<file path="config.mk">
export PLATFORM = sky130hd
export DESIGN_NAME = romulus_round_scheduler
export DESIGN_NICKNAME = d
export VERILOG_FILES = /design/src/rtl/romulus_round_scheduler.sv
export SDC_FILE = /design/constraint.sdc
export NUM_CORES = 1
export LEC_CHECK = 0
export BUFFER_PORTS_ARGS = -buffer_cell sky130_fd_sc_hd__buf_2
export CAP_MARGIN = 30
export CORE_ASPECT_RATIO = 1.1
export CORE_MARGIN = 2
export CORE_UTILIZATION = 30
export DETAILED_ROUTE_END_ITERATION = 6
export GPL_TIMING_DRIVEN = 0
export MAX_ROUTING_LAYER = met4
export SETUP_SLACK_MARGIN = 0.02
export SYNTH_ARGS = -nofsm -noshare
export SYNTH_HDL_FRONTEND = slang
export SYNTH_SLANG_ARGS = --single-unit
export TNS_END_PERCENT = 5
</file>
<file path="constraint.sdc">
create_clock -name clk -period 2 [get_ports clk]
set_input_delay 0.4 -clock clk [delete_from_list [all_inputs] [get_ports clk]]
set_output_delay 0.4 -clock clk [all_outputs]
set_load 0.005 [all_outputs]
</file>
<file path="src/rtl/romulus_round_scheduler.sv">
// Romulus TBC round scheduler.
// Sequences one block encryption as IDLE -> LOAD -> RUN x N -> DONE.
// It supplies the datapath strobes and the packed SKINNY 6-bit round
// constants for each unrolled group of rounds.
module romulus_round_scheduler #(
  parameter int ROUNDS       = 40,
  parameter int RNDS_PER_CLK = 4,
  parameter int CNTW         = 6
) (
  input  logic                         clk,
  input  logic                         rst,
  input  logic                         start,
  input  logic                         abort,
  output logic                         ready,
  output logic                         load,
  output logic                         sen,
  output logic                         zen,
  output logic [CNTW*RNDS_PER_CLK-1:0] constant,
  output logic                         last_rnd,
  output logic                         done
);

  // Number of RUN cycles per block, and the round counter sized to cover 0..N-1.
  localparam int N     = ROUNDS / RNDS_PER_CLK;
  localparam int CW    = (N > 1) ? $clog2(N) : 1;
  localparam int CONSTW = CNTW * RNDS_PER_CLK;
  localparam logic [CW-1:0] LAST_CNT = CW'(N - 1);

  // Reject configurations where the unroll factor does not divide the round count.
  if ((ROUNDS % RNDS_PER_CLK) != 0 || ROUNDS < RNDS_PER_CLK || CNTW < 2) begin : g_cfg_check
    $error("romulus_round_scheduler: ROUNDS must be a positive multiple of RNDS_PER_CLK and CNTW >= 2");
  end

  typedef enum logic [1:0] {
    S_IDLE = 2'd0,
    S_LOAD = 2'd1,
    S_RUN  = 2'd2,
    S_DONE = 2'd3
  } state_e;

  state_e            state_q, state_d;
  logic [CNTW-1:0]   rc_q, rc_d;
  logic [CW-1:0]     cnt_q, cnt_d;

  logic [CNTW-1:0]   rc_walk;
  logic [CNTW-1:0]   rc_run_next;
  logic [CONSTW-1:0] run_const;

  // One step of the SKINNY round-constant LFSR: shift left, feed back msb ^ msb-1 ^ 1.
  function automatic logic [CNTW-1:0] lfsr_step(input logic [CNTW-1:0] v);
    return {v[CNTW-2:0], v[CNTW-1] ^ v[CNTW-2] ^ 1'b1};
  endfunction

  // Unrolled constant chain: field k is rc stepped k+1 times; the final step
  // is also the value rc takes for the next RUN cycle.
  always_comb begin
    // NOTE: blocking assignments here are intentional -- rc_walk is a
    // combinational temporary whose value must ripple through the loop.
    rc_walk   = rc_q;
    run_const = '0;
    for (int k = 0; k < RNDS_PER_CLK; k++) begin
      rc_walk = lfsr_step(rc_walk);
      run_const[k*CNTW +: CNTW] = rc_walk;
    end
    rc_run_next = rc_walk;
  end

  // Next-state, counter, LFSR and Moore output decode; abort overrides everything.
  always_comb begin
    // NOTE: every output and next-state variable gets a default first so that
    // no path through the case leaves one unassigned (which would infer a latch).
    state_d  = state_q;
    rc_d     = rc_q;
    cnt_d    = cnt_q;
    ready    = 1'b0;
    load     = 1'b0;
    sen      = 1'b0;
    zen      = 1'b0;
    last_rnd = 1'b0;
    done     = 1'b0;
    constant = '0;

    case (state_q)
      S_IDLE: begin
        ready = 1'b1;
        rc_d  = '0;
        cnt_d = '0;
        if (start) begin
          state_d = S_LOAD;
        end
      end

      S_LOAD: begin
        load    = 1'b1;
        rc_d    = '0;
        cnt_d   = '0;
        state_d = S_RUN;
      end

      S_RUN: begin
        sen      = 1'b1;
        zen      = 1'b1;
        constant = run_const;
        rc_d     = rc_run_next;
        if (cnt_q == LAST_CNT) begin
          last_rnd = 1'b1;
          cnt_d    = '0;
          state_d  = S_DONE;
        end else begin
          cnt_d = cnt_q + CW'(1);
        end
      end

      S_DONE: begin
        done    = 1'b1;
        rc_d    = '0;
        cnt_d   = '0;
        state_d = S_IDLE;
      end

      default: begin
        rc_d    = '0;
        cnt_d   = '0;
        state_d = S_IDLE;
      end
    endcase

    // Abort cancels from any state, also winning over start in IDLE.
    if (abort) begin
      state_d = S_IDLE;
      rc_d    = '0;
      cnt_d   = '0;
    end
  end

  // State, round counter and LFSR registers with asynchronous reset.
  always_ff @(posedge clk or posedge rst) begin
    // NOTE: sequential state uses non-blocking assignments so every register
    // samples the pre-edge values, independent of statement order.
    if (rst) begin
      state_q <= S_IDLE;
      rc_q    <= '0;
      cnt_q   <= '0;
    end else begin
      state_q <= state_d;
      rc_q    <= rc_d;
      cnt_q   <= cnt_d;
    end
  end

endmodule

</file>
==> impl_metrics.py <==
metrics = {
    "yosys": {
        "async_flop_share_pct": 100.0,
        "synth_nets": 92,
        "synth_top_area_share_pct": 38.40,
        "yosys.area.top_type": "dfrtp_1",
        "synth_cell_type_count": 17,
        "syn-cell-area_um2": 782.0,
        "syn-instance-count": 80,
        "ys_seq_area_share_pct": 38.40,
        "syn_area_per_cell_um2": 9.775,
        "yosysWarnings": 0,
        "synth_common_cells": "16 x buf_4, 13 x nor2_1, 12 x dfrtp_1",
        "synth_top_cells_by_area": "dfrtp_1 38%, buf_4 15%, ha_1 13%, nor2_1 6.2%, xor2_1 5.6%",
        "yosysMostFrequentCell": "buf_4",
        "synth-seq-cells": 12,
        "synth_ff_type": "dfrtp_1",
        "synth-edff-count": 0,
    },
    "clock_tree": {
        "cts_buffers": 3,
        "cts.path.max_buffers": 2,
        "clk_pin_slew_ns": 0.07,
        "cts-hold-fix-buffers": 0,
        "cts_tree": "yes",
        "cts.sinks": 12,
        "insertion_delay_ns": 0.27,
        "cts_root_buf": "clkbuf_4",
        "htreeDepth": 1,
    },
    "die": {
        "die-area_um2": 3031,
        "core_um2": 2496,
        "die_y_um": 57.55,
        "pin_count": 34,
        "row_count": 19,
        "die_w_um": 52.68,
        "start_util_pct": 31.33,
    },
    "timing": {
        "tightestPinTransition_ns": 0.4527,
        "drv_slew": 0,
        "fin_crit_ns": 1.912,
        "skew_ns": 0.001639,
        "fmaxAchievable_mhz": 523.0,
        "max_slew_margin_pct": 69.79,
        "setup_violations": 0,
        "rsz0062_at_grt": "yes",
        "finalSetupTns_ns": 0,
        "fin_crit_sh_pct": 95.60,
        "final_hold_viol_count": 0,
    },
    "grt": {
        "grt_max_degree": 13,
        "first_global_vias": 574,
        "overflow": 0,
        "antenna_found_initial": 0,
        "gr-usage-all-layers_pct": 10.42,
        "grt_pass1_wl_um": 2318,
    },
    "drt": {
        "drt_wl_total_um": 1526,
        "drt_iter0_drc": 6,
        "remaining_drc_errors": 0,
        "vias_per_cell": 4.146,
        "vias": 626,
        "ant_nets": 0,
        "post_drt_wl_per_cell_um": 10.11,
        "first_pass_iters": 4,
    },
    "pwr": {
        "p_leak_nw": 0.6973,
        "ir_drop_v": 0.0005364,
        "p_per_area_nw_per_um2": 795.1,
    },
    "layout": {
        "insertedDiodeCount": 0,
        "syn_to_final_growth_pct": 37.12,
        "nets": 134,
        "final_layout_size_suffix_gt1_share_pct": 57.50,
        "final_cells": 151,
        "final_area_um2": 1072,
    },
    "critical_path": {
        "arrival_ns": 1.51,
        "critical_path.startpoint": "state_q[0]$_DFFE_PP0P_",
        "cp-end-kind": "output pin",
        "cp_data_required_time_ns": 1.60,
        "cp-start-kind": "flip-flop",
        "criticalPathCategory": "flip-flop to output pin",
        "r2r_start": "state_q[0]$_DFFE_PP0P_",
        "crit_fanout": 6,
    },
    "placement": {
        "placed_area_um2": 985.9,
        "globalplace.congestion": 0.7318,
        "dp_cells": 144,
        "portBuffers": 33,
        "dpl.hpwl_um": 1199,
    },
    "outcome": {
        "status": "completed",
    },
    "min_path": {
        "hp-class": "primary input to asynchronous set/reset pin",
    },
    "run": {
        "cap_violations": 0,
    },
}
worst max-delay path: stages (launching register included):
cell and delay (ns):
dfrtp_1 0.41, inv_2 0.09, ha_4 0.18, clkinvlp_4 0.19, nor2_4 0.16, buf_4 0.12
buf_2 0.10
logic make-up (layout without fill, tap and decap cells):
group,after synthesis,after routing,synth area share (%)
XOR/XNOR,6,6,6.720
flip-flops,12,12,38.40
buffers and inverters,22,62,18.24
AND/OR/NAND/NOR,29,29,20.16
adder cells (fa/ha/maj),8,8,12.80
multiplexers,1,1,1.280
AO/OA/AOI/OAI,2,2,2.400
registers in the layout, indices dropped and copies added, names as in the netlist:
register	cells
state_q	2
rc_q	6
cnt_q	4
timing repair:
item | in CTS | in global routing
setup buffers | 0 | 4
pin swaps | 0 | 1
setup endpoints to repair | 20 | 6
resized for setup | 6 | 3
area by class of cell:
class                           instances  area, µm²
Clock buffer                            3      22.52
Fill cell                             257       1424
Buffer                                 16      120.1
Inverter                                6      26.28
Multi-Input combinational cell         46      369.1
Timing Repair Buffer                   37      195.2
Tap cell                               31      38.79
Sequential cell                        12      300.3
power by group:
part,switching (mW),internal [mW],total [mW],leakage (nW)
clock,0.0782,0.0698,0.148,0.0138
combinational,0.182,0.211,0.393,0.518
sequential,0.0353,0.276,0.312,0.165
total,0.296,0.557,0.853,0.697
metal layers:
metal  vias to the layer above  GRT usage [%]  wire (µm)
met4                         0          4.396         27
met1                       291          11.51        636
li1                        307              -          -
met2                        25          18.21        759
met5                         -              -          0
met3                         3          1.571        103
through the flow:
step / total power, mW / utilization, % / hold slack (ns) / setup WS (ns)
after global placement: 0.6360 / 39.50 / 0.4192 / 0.06916
after global routing: 0.9132 / 42.96 / 0.1621 / 0.004774
after CTS: 0.8163 / 41.30 / 0.1352 / 0.03050
final: 0.8526 / 42.96 / 0.1197 / 0.08809
after floorplan: 0.5247 / - / 0.2647 / 0.2943
after detailed placement: 0.6439 / 39.50 / 0.4320 / -0.02682
cell usage in the layout, fill, tap and decap left out:
master / instances
o211a_1: 1
inv_1: 4
nor2b_1: 2
nor2_2: 1
inv_2: 1
and2_2: 5
clkbuf_4: 3
dfrtp_1: 12
clkinvlp_4: 1
ha_1: 7
nor2_4: 2
mux2i_1: 1
ha_4: 1
nand3b_4: 1
a21oi_2: 1
nand3_1: 1
buf_2: 33
nor2_1: 10
nand2_1: 4
buf_4: 20
xnor2_1: 1
and2_1: 2
xor2_1: 5
or3_1: 1
worst paths after layout:
kind	to	slack [ns]	cells after the start
max	constant[21]	0.09	6
min	rc_q[3]$_DFF_PP0_	0.12	2
max reg2reg	state_q[0]$_DFFE_PP0P_	0.52	6
min reg2reg	rc_q[4]$_DFF_PP0_	0.50	1
max in group asynchronous	cnt_q[0]$_DFF_PP0_	1.57	2
min in group clk	state_q[0]$_DFFE_PP0P_	0.43	3
Power figures use the tool's default switching activity.
